$ cat config.mk
export PLATFORM = sky130hd
export DESIGN_NAME = ebi_fifo_wr_arb_flat
export DESIGN_NICKNAME = d
export VERILOG_FILES = /design/src/rtl/ebi_fifo_pkg.sv /design/src/rtl/ebi_fifo_wr_arb_if.sv /design/src/rtl/ebi_rr_pick.sv /design/src/rtl/ebi_fifo_wr_arb.sv /design/src/flat_wrapper.sv
export SDC_FILE = /design/constraint.sdc
export NUM_CORES = 1
export LEC_CHECK = 0
export CAP_MARGIN = 0
export CORE_ASPECT_RATIO = 2
export CORE_MARGIN = 3
export CORE_UTILIZATION = 33
export DETAILED_ROUTE_END_ITERATION = 10
export GPL_TIMING_DRIVEN = 0
export PLACE_DENSITY = 0.83
export SYNTH_ARGS = -nofsm -noshare
export SYNTH_HDL_FRONTEND = slang
export SYNTH_HIERARCHICAL = 1
export SYNTH_SLANG_ARGS = --single-unit
$ cat constraint.sdc
create_clock -name wclk -period 3.8 [get_ports wclk]
set_input_delay 0.95 -clock wclk [delete_from_list [all_inputs] [get_ports wclk]]
set_output_delay 0.95 -clock wclk [all_outputs]
set_load 0.02 [all_outputs]
$ cat src/rtl/ebi_fifo_pkg.sv
// Shared types and helpers for the EBI FIFO write-side arbiter.
package ebi_fifo_pkg;

  // Arbiter FSM states
  typedef enum logic {
    IDLE = 1'b0,
    XFER = 1'b1
  } arb_state_e;

  // Default packet length limit before a grant is forcibly released
  localparam int MAX_BEATS_DEF = 16;

  // Width of an encoded requester index (never narrower than one bit)
  function automatic int idx_w(input int n);
    return (n > 1) ? $clog2(n) : 1;
  endfunction

endpackage

$ cat src/rtl/ebi_fifo_wr_arb_if.sv
// Requester/FIFO write-port bundle for ebi_fifo_wr_arb.
// Optional performance counters appear when EBI_WARB_PERF_CNT_EN is defined.
// master: the arbiter. slave: requesters plus the FIFO write-pointer block.
interface ebi_fifo_wr_arb_if #(
  parameter int NREQ = 4,
  parameter int DW   = 32
);
  import ebi_fifo_pkg::*;

  localparam int IW = idx_w(NREQ);

  logic [NREQ-1:0]    req_valid;
  logic [NREQ-1:0]    req_last;
  logic [NREQ*DW-1:0] req_data;
  logic [NREQ-1:0]    req_ready;
  logic               wfull;
  logic               awfull;
  logic               winc;
  logic [DW-1:0]      wdata;
  logic               grant_vld;
  logic [IW-1:0]      grant_id;
  logic               pkt_err;
`ifdef EBI_WARB_PERF_CNT_EN
  logic [NREQ*32-1:0] beat_cnt;
  logic [31:0]        stall_cnt;

  modport master (
    input  req_valid, req_last, req_data, wfull, awfull,
    output req_ready, winc, wdata, grant_vld, grant_id, pkt_err,
    output beat_cnt, stall_cnt
  );
  modport slave (
    output req_valid, req_last, req_data, wfull, awfull,
    input  req_ready, winc, wdata, grant_vld, grant_id, pkt_err,
    input  beat_cnt, stall_cnt
  );
`else
  modport master (
    input  req_valid, req_last, req_data, wfull, awfull,
    output req_ready, winc, wdata, grant_vld, grant_id, pkt_err
  );
  modport slave (
    output req_valid, req_last, req_data, wfull, awfull,
    input  req_ready, winc, wdata, grant_vld, grant_id, pkt_err
  );
`endif

endinterface

$ cat src/rtl/ebi_rr_pick.sv
// Combinational round-robin picker: first asserted request strictly after
// the last-grant pointer, wrapping modulo NREQ.
module ebi_rr_pick #(
  parameter int NREQ = 4,
  parameter int IW   = 2
) (
  input  logic [NREQ-1:0] i_req,
  input  logic [IW-1:0]   i_last,
  output logic [NREQ-1:0] o_gnt_oh,
  output logic [IW-1:0]   o_gnt_idx
);

  // Scan NREQ slots starting one past the previous winner
  always_comb begin
    int   w_idx;
    logic w_found;
    o_gnt_oh  = '0;
    o_gnt_idx = '0;
    w_found   = 1'b0;
    w_idx     = 0;
    for (int off = 1; off <= NREQ; off++) begin
      w_idx = int'(i_last) + off;
      if (w_idx >= NREQ) w_idx = w_idx - NREQ;
      if (!w_found && i_req[w_idx]) begin
        w_found          = 1'b1;
        o_gnt_oh[w_idx]  = 1'b1;
        o_gnt_idx        = IW'(w_idx);
      end
    end
  end

endmodule

$ cat src/rtl/ebi_fifo_wr_arb.sv
// Write-side scheduler for the EBI async FIFO: packet-atomic round-robin
// sharing of the FIFO write port, throttled by the registered wfull/awfull.
// Optional per-requester beat and stall counters: EBI_WARB_PERF_CNT_EN.
//
//   state | meaning
//   IDLE  | no grant held; issue one when a request is pending and FIFO has room
//   XFER  | grant held; beats of grant_id flow straight to the FIFO until
//         | last beat or MAX_BEATS, then one bubble cycle in IDLE
module ebi_fifo_wr_arb
  import ebi_fifo_pkg::*;
#(
  parameter int NREQ      = 4,
  parameter int DW        = 32,
  parameter int MAX_BEATS = MAX_BEATS_DEF
) (
  input logic              wclk,
  input logic              wrst,
  ebi_fifo_wr_arb_if.master bus
);

  localparam int IW = idx_w(NREQ);
  localparam int CW = $clog2(MAX_BEATS) + 1;
  localparam logic [CW-1:0] LAST_CNT = CW'(MAX_BEATS - 1);
  localparam logic [IW-1:0] RR_RST   = IW'(NREQ - 1);

  arb_state_e      r_state;
  logic [IW-1:0]   r_rr;
  logic [IW-1:0]   r_gid;
  logic            r_gvld;
  logic            r_err;
  logic [CW-1:0]   r_cnt;

  logic [NREQ-1:0] w_pick_oh;
  logic [IW-1:0]   w_pick_idx;
  logic            w_xfer;
  logic            w_sel_valid;
  logic            w_sel_last;
  logic [DW-1:0]   w_sel_data;
  logic            w_accept;
  logic            w_release;

  ebi_rr_pick #(.NREQ(NREQ), .IW(IW)) u_pick (
    .i_req     (bus.req_valid),
    .i_last    (r_rr),
    .o_gnt_oh  (w_pick_oh),
    .o_gnt_idx (w_pick_idx)
  );

  // Reset gates the write path so an abandoned packet never reaches the FIFO
  assign w_xfer      = (r_state == XFER) && !wrst;
  assign w_sel_valid = bus.req_valid[r_gid];
  assign w_sel_last  = bus.req_last[r_gid];
  assign w_sel_data  = bus.req_data[r_gid*DW +: DW];
  assign w_accept    = w_xfer && w_sel_valid && !bus.wfull;
  assign w_release   = w_accept && (w_sel_last || (r_cnt == LAST_CNT));

  assign bus.winc      = w_accept;
  assign bus.wdata     = w_xfer ? w_sel_data : '0;
  assign bus.grant_vld = r_gvld;
  assign bus.grant_id  = r_gid;
  assign bus.pkt_err   = r_err;

  // Only the grant holder sees ready, and only while the FIFO has room
  always_comb begin
    bus.req_ready = '0;
    if (w_xfer) bus.req_ready[r_gid] = !bus.wfull;
  end

  // Grant FSM with beat counting and forced release at MAX_BEATS
  always_ff @(posedge wclk) begin
    if (wrst) begin
      r_state <= IDLE;
      r_rr    <= RR_RST;
      r_gid   <= '0;
      r_gvld  <= 1'b0;
      r_err   <= 1'b0;
      r_cnt   <= '0;
    end else begin
      case (r_state)
        IDLE: begin
          if ((|w_pick_oh) && !bus.awfull && !bus.wfull) begin
            r_gid   <= w_pick_idx;
            r_gvld  <= 1'b1;
            r_state <= XFER;
          end
        end
        XFER: begin
          if (w_release) begin
            r_rr    <= r_gid;
            r_cnt   <= '0;
            r_gvld  <= 1'b0;
            r_state <= IDLE;
            if (!w_sel_last) r_err <= 1'b1;
          end else if (w_accept) begin
            r_cnt <= r_cnt + CW'(1);
          end
        end
        default: r_state <= IDLE;
      endcase
    end
  end

`ifdef EBI_WARB_PERF_CNT_EN
  logic [NREQ*32-1:0] r_beat_cnt;
  logic [31:0]        r_stall_cnt;

  assign bus.beat_cnt  = r_beat_cnt;
  assign bus.stall_cnt = r_stall_cnt;

  // Wrapping beat counters per requester; saturating stall counter
  always_ff @(posedge wclk) begin
    if (wrst) begin
      r_beat_cnt  <= '0;
      r_stall_cnt <= '0;
    end else begin
      if (w_accept)
        r_beat_cnt[r_gid*32 +: 32] <= r_beat_cnt[r_gid*32 +: 32] + 32'd1;
      if ((r_state == XFER) && w_sel_valid && bus.wfull && (r_stall_cnt != 32'hFFFF_FFFF))
        r_stall_cnt <= r_stall_cnt + 32'd1;
    end
  end
`endif

endmodule
$ cat src/flat_wrapper.sv
// flat-port wrapper written by rule: the top's interface ports become plain ports
module ebi_fifo_wr_arb_flat import ebi_fifo_pkg::*;
#(
  parameter int NREQ      = 4,
  parameter int DW        = 32,
  parameter int MAX_BEATS = MAX_BEATS_DEF
)
  (wclk, wrst, bus_req_valid, bus_req_last, bus_req_data, bus_wfull, bus_awfull, bus_req_ready, bus_winc, bus_wdata, bus_grant_vld, bus_grant_id, bus_pkt_err);
  ebi_fifo_wr_arb_if #(.NREQ(NREQ), .DW(DW)) bus_i ();
  input logic wclk;
  input logic wrst;
  input wire logic [$bits(bus_i.req_valid)-1:0] bus_req_valid;
  input wire logic [$bits(bus_i.req_last)-1:0] bus_req_last;
  input wire logic [$bits(bus_i.req_data)-1:0] bus_req_data;
  input wire logic [$bits(bus_i.wfull)-1:0] bus_wfull;
  input wire logic [$bits(bus_i.awfull)-1:0] bus_awfull;
  output wire logic [$bits(bus_i.req_ready)-1:0] bus_req_ready;
  output wire logic [$bits(bus_i.winc)-1:0] bus_winc;
  output wire logic [$bits(bus_i.wdata)-1:0] bus_wdata;
  output wire logic [$bits(bus_i.grant_vld)-1:0] bus_grant_vld;
  output wire logic [$bits(bus_i.grant_id)-1:0] bus_grant_id;
  output wire logic [$bits(bus_i.pkt_err)-1:0] bus_pkt_err;
  assign bus_i.req_valid = bus_req_valid;
  assign bus_i.req_last = bus_req_last;
  assign bus_i.req_data = bus_req_data;
  assign bus_i.wfull = bus_wfull;
  assign bus_i.awfull = bus_awfull;
  assign bus_req_ready = bus_i.req_ready;
  assign bus_winc = bus_i.winc;
  assign bus_wdata = bus_i.wdata;
  assign bus_grant_vld = bus_i.grant_vld;
  assign bus_grant_id = bus_i.grant_id;
  assign bus_pkt_err = bus_i.pkt_err;
  ebi_fifo_wr_arb #(.NREQ(NREQ), .DW(DW), .MAX_BEATS(MAX_BEATS)) u_core (.wclk(wclk), .wrst(wrst), .bus(bus_i));
endmodule
# Word level (Yosys, flattened, before mapping)
# Cells that the tools add are included.
# classes
addsub	9
n_mul	0
div_mod_pow	0
order_cmp	14
n_eq_ne	3
n_shift	1
muxes	51
bitwise_logic	6
n_reduce_logical	28
# ops
cell	n
two-way mux 32 bit	5
>= comparator 32 x 1 -> 1 bit, second input constant	4
less-than comparator 32 x 4 -> 1 bit, second input constant	4
indexed part select 128 x 8 -> 32 bit	1
>= comparator 32 x 4 -> 1 bit, second input constant	1
subtractor 32 x 4 -> 32 bit, second input constant	1
two-way mux 1 bit	22
two-way mux 4 bit	5
logical AND 1 bit	14
binary-select mux 1 bit (select 2 bit)	6
OR 4 bit	3
demux 1 bit (select 2 bit)	5
two-way mux 5 bit	2
two-way mux 2 bit	4
AND reduction 2 bit	4
subtractor 3 x 3 -> 4 bit, second input constant	2
adder 2 x 2 -> 3 bit, second input constant	2
>= comparator 3 bit, second input constant	2
logical NOT 1 bit	6
adder 5 x 1 -> 5 bit, second input constant	1
== test 5 x 4 -> 1 bit, second input constant	1
subtractor 4 x 3 -> 5 bit, second input constant	1
adder 2 x 3 -> 4 bit, second input constant	1
AND 4 bit	1
other kinds (12)	14
# totals
register_bits	12
latchBits	0
ram_bits	0
mem_bits_ro	0
input_bits	140
wordCells	118
memories	0

# Logic depth before layout (Yosys ltp)
# Gate-level depths: netlist of the first run.
# depth
ltp_word	21
ltp_mapped	11
depth_no_buf	9

# By module
# Netlist of the first run, hierarchy kept.
# modules_own_cells
mod	instances	cells_per_inst	area_per_inst_um2
ebi_fifo_wr_arb	1	147	1660.3
ebi_rr_pick	1	56	467.9

# Worst setup path after synthesis of the first run
# No wires, ideal clock.
# synth_timing
path_kind	flip-flop to flip-flop
startpoint	reg u_core.r_rr[0]
endpoint	reg u_core.r_gvld, in the netlist u_core/bus.grant_vld
arrival_ps	2869
required_ps	3666
slack_ps	797
stages_incl_launch_ff	12
synth_period_minus_slack_ps	3003
path_cell_list	dfxtp_1 buf_6 inv_1 ha_1 buf_6 mux4_2 nand2_1 o21ai_0 a221o_1 or4_1 a21oi_1 nor3_1
# synth_between
elab_chain_len	21
word_cells_on_any_way	69
classes_between	add/sub: 8; order compare: 12; eq/ne: 1; mux: 31; bitwise: 3; reduce/logical: 14
# synth_rtl
item	line_no	source
start: declaration	ebi_fifo_wr_arb.sv:27	logic [IW-1:0] r_rr;
start signal: assignment	ebi_fifo_wr_arb.sv:89	r_rr <= r_gid;
branches (longest 15 deep; another with subtractor 32 x 4 -> 32 bit)	-	
two-way mux 4 bit *	ebi_rr_pick.sv:24	if (!w_found && i_req[w_idx]) begin
via u_core.w_pick_oh[1]	ebi_fifo_wr_arb.sv:33	logic [NREQ-1:0] w_pick_oh;
OR reduction 4 bit *	ebi_fifo_wr_arb.sv:81	if ((|w_pick_oh) && !bus.awfull && !bus.wfull) begin
logical AND 1 bit * (2 in a row)	ebi_fifo_wr_arb.sv:81	
!= test 2 x 1 -> 1 bit (no source line) *	-	
AND reduction 2 bit (no source line) *	-	
end signal: assignment	ebi_fifo_wr_arb.sv:75	r_gvld <= 1'b0;
end signal: assignment	ebi_fifo_wr_arb.sv:83	r_gvld <= 1'b1;
end signal: assignment	ebi_fifo_wr_arb.sv:91	r_gvld <= 1'b0;
end: declaration	ebi_fifo_wr_arb.sv:29	logic r_gvld;
# Mark *: on every way through the listed nets, which the timed path passes. The select of a mux whose other input is x is not followed.
# A chain may end at the register's enable or synchronous reset.

# Worst setup path after layout of the first run
# layout_timing
startpoint	in bus_req_valid[2]
endpoint	out bus_winc
# layout_between
elab_chain_len	4
# layout_rtl
item	line_no	source
start: declaration	flat_wrapper.sv:12	input wire logic [$bits(bus_i.req_valid)-1:0] bus_req_valid;
binary-select mux 1 bit (select 2 bit)	ebi_fifo_wr_arb.sv:51	assign w_sel_valid = bus.req_valid[r_gid];
two-way mux 1 bit (not written as such)	ebi_fifo_wr_arb.sv:51	
logical AND 1 bit (2 in a row)	ebi_fifo_wr_arb.sv:54	assign w_accept = w_xfer && w_sel_valid && !bus.wfull;
end: declaration	flat_wrapper.sv:18	output wire logic [$bits(bus_i.winc)-1:0] bus_winc;
# Every way passes these cells. The select of a mux whose other input is x is not followed.

==> run metrics, run 1 <==
cts hold-fix bufs 0; Yosys cell types 44; drt first pass iters 4; Setup violations, final 0; die height 120 um; syn nets around 350; crit-path max FO 9; GRT Overall Usage a little over a quarter; worst clock skew between 2 and 3 ps; Highest Clock Rate 0.267 GHz; Post-DRT Antenna Nets 0; IO Count 181; layout cells sized above 1 15.8%; required time worst endpoint roughly 2900 ps; CP Cell Sequence clkdlybuf4s50_1 -> mux4_2 -> and2_4 -> clkdlybuf4s50_1; initial antenna violation count 0; CP Capture Type output port; Worst path slowest cell mux4_2; H-tree depth 1; via count 2,602; WP data arrival roughly 2800 ps; outcome finished, final reports clean; die area 0.00751 mm^2; vias in the first global route 2,708; Routed WL approximately 10,000 um; Yosys top cell area share 38.1%; Synth warnings 6; Yosys reg bits 12; vias per cell 5.52; Synth area leaders mux4_2, dfxtp_1, nor2b_1, ha_1, o21ai_0; RSZ-0062 raised after global routing no; Layout area overhead 94.2%; Cell Area, Synth 0.00213 mm^2; Root Driver clkbuf_16; total core area 0.00611 mm^2; # DRC 0; Max stage delay on crit path 570 ps; hold-critical path endpoint u_core/bus.pkt_err$_SDFFE_PP0P_; R2R cell count 11; endpoints failing hold 0; maximum vdd drop 110 uV; # rows 40; crit share post-route approximately 99%; initial core utilization about a third; TNS Setup 0 ps; Static Leak about 1.5 nW; R2R setup slack 510 ps; Layout Nets 538; pre-CTS setup slack -38.1 ps; Detail Placement HPWL 8750 um; Crit path top cell by count clkdlybuf4s50_1; DR iter-0 viols 165; input/output buffers 179; sequential-to-total area share from yosys stat 11.3%; Hold Path Class flop to flop; worst flop-to-flop path endpoint u_core/bus.grant_vld$_SDFFE_PP0P_; clock insertion delay at the later pin of the skew report 240 ps; first-pass GRT wire length 15,700 um; CTS Buf Count 3; max cap viols 0; Antenna Cells 0; syn_area_per_cell 10.5 um^2; dominant cell type by area after synthesis mux4_2; DIE WIDTH 62.8 um; Post-Synthesis Cells about 200; Final Util 67.7%; Hold Path Origin u_core/bus.pkt_err$_SDFFE_PP0P_; critical path type primary input to output port; Slew HR 59.6%; total grt overflow 0; drt wl/cell ~22 um; pin count of the biggest net entering global routing 12; Final Slew Violations 0; routability cong. 0.881; PnR worst setup slack 51.1 ps; total power between 700 and 800 uW; cell total after placement 466; Non-Filler Instances 471; Final min period ~3700 ps; r2r startpoint u_core/r_rr[0]$_SDFFE_PP1P_; slew at the pin closest to its max-slew limit 606 ps; WHS Path Cells 2; Clock transition at path regs 40 ps; CTS tree yes; Clock Tree Buf Depth 2; Sink Count 12; cell area power density roughly 170 mW/mm^2; Startpoint Class primary input
==> critical path, delay by kind of cell <==
family        cells  cell delay (ps)
mux               1              570
buf+inv           2             1070
simple gates      1              210
==> through the flow <==
stage                     instance area, um^2  hold slack, ps
after floorplan                          2130             476
after global placement                   4030             471
after detailed placement                 4030             480
after CTS                                4120             485
after global routing                     4130             495
final                                    4130             486
==> cell usage after synthesis, drive strengths merged <==
cell,n
and2,1
ha,10
and2b,2
o211ai,5
nand3,4
o311a,1
o211a,1
mux2i,4
buf,9
or2,1
nor3b,2
and3,4
nand2,11
dfxtp,12
o31a,1
a221o,4
clkbuf,7
nor4,1
nor2,9
a211oi,1
mux4,36
a21oi,3
inv,7
or3,1
o32ai,3
a21o,2
a21boi,1
o22ai,2
nand4bb,1
o21ai,9
nand4b,1
nand2b,6
a2111oi,1
or4,3
nor2b,32
nor3,4
and3b,1
==> worst max-delay path by stage <==
stage / from / endpoint / slack [ps] / cells past startpoint
finish: bus_req_valid[2] / bus_winc / 50 / 4
global route: bus_req_valid[2] / bus_winc / 4 / 4
CTS: bus_wfull / bus_winc / 40 / 4
detailed placement: bus_req_valid[3] / bus_winc / -40 / 4
global placement: bus_req_valid[3] / bus_winc / 2 / 4
floorplan: u_core/r_rr[0]$_SDFFE_PP1P_ / u_core/bus.grant_vld$_SDFFE_PP0P_ / 800 / 11
==> state kept, by name (all words and copies together) (netlist names) <==
name,flops
u_core/bus.grant_id,2
u_core/bus.grant_vld,1
u_core/bus.pkt_err,1
u_core/r_cnt,5
u_core/r_rr,2
u_core/r_state,1
==> cell type report <==
class	count	area [um^2]
fill	479	1970
timing repair buffer	180	1800
multi-input combinational	168	1770
sequential	12	240
tap	84	105
buffer	16	101
clock buffer	4	88.8
inverter	7	26.3
==> kinds of logic (layout without fill, tap and decap cells) <==
kind of cell               count (synthesis)  after routing  synth area share [%]
DFF                                       12             12                  11.3
adders and majority gates                 10             10                  5.88
and+or+nand+nor                           84             84                  23.6
buffers and inverters                     23            207                  5.94
muxes                                     40             40                  40.0
AOI/OAI and AO/OA                         34             34                  13.3
==> cells in the final DEF, fill, tap and decap left out, types with 3 or more instances in the layout <==
| cell | netlist | layout |
|---|---|---|
| buf_6 | 4 | 4 |
| o21ai_0 | 9 | 9 |
| a221o_1 | 4 | 4 |
| ha_1 | 10 | 10 |
| mux2i_1 | 4 | 4 |
| nand2b_1 | 6 | 6 |
| mux4_2 | 36 | 36 |
| nor2_1 | 9 | 9 |
| nand3_1 | 4 | 4 |
| o211ai_1 | 4 | 4 |
| and3_1 | 4 | 4 |
| inv_1 | 7 | 7 |
| a21oi_1 | 3 | 3 |
| clkdlybuf4s50_1 | 0 | 177 |
| clkbuf_1 | 7 | 6 |
| buf_4 | 2 | 3 |
| clkbuf_16 | 0 | 3 |
| nand2_1 | 11 | 11 |
| dfxtp_1 | 12 | 12 |
| nor3_1 | 4 | 4 |
| nor2b_1 | 32 | 32 |
==> where the power goes <==
part	leakage, nW	switching [mW]	internal [mW]	total (mW)
Combinational	1.32	0.121	0.231	0.352
Sequential	0.0972	0.00434	0.130	0.134
Clock	0.0442	0.0585	0.159	0.218
Total	1.46	0.184	0.521	0.704
==> layer usage <==
layer / share of wire, % / track usage, % / routed length [um] / vias to the layer above
met2: 53 / 50.7 / 5480 / 175
li1: - / - / - / 1168
met1: 35 / 28.8 / 3590 / 1231
met4: 3.6 / 10.5 / 371 / 0
met3: 8.2 / 6.93 / 838 / 28
met5: 0 / 0 / 0 / -
==> what timing repair did <==
item	in CTS	in global routing
setup buffers	1	0
gates resized for setup	0	5
setup endpoints to repair	1	6
Power figures use the tool's default switching activity.
==> run 2: changes to the inputs <==
--- a/config.mk
+++ b/config.mk
@@ -12,6 +12,7 @@
 export DETAILED_ROUTE_END_ITERATION = 10
 export GPL_TIMING_DRIVEN = 0
 export PLACE_DENSITY = 0.83
+export SLEW_MARGIN = 25
 export SYNTH_ARGS = -nofsm -noshare
 export SYNTH_HDL_FRONTEND = slang
 export SYNTH_HIERARCHICAL = 1
==> results of run 2 <==
Final layout, timing and power as in run 1 (identical DEF).
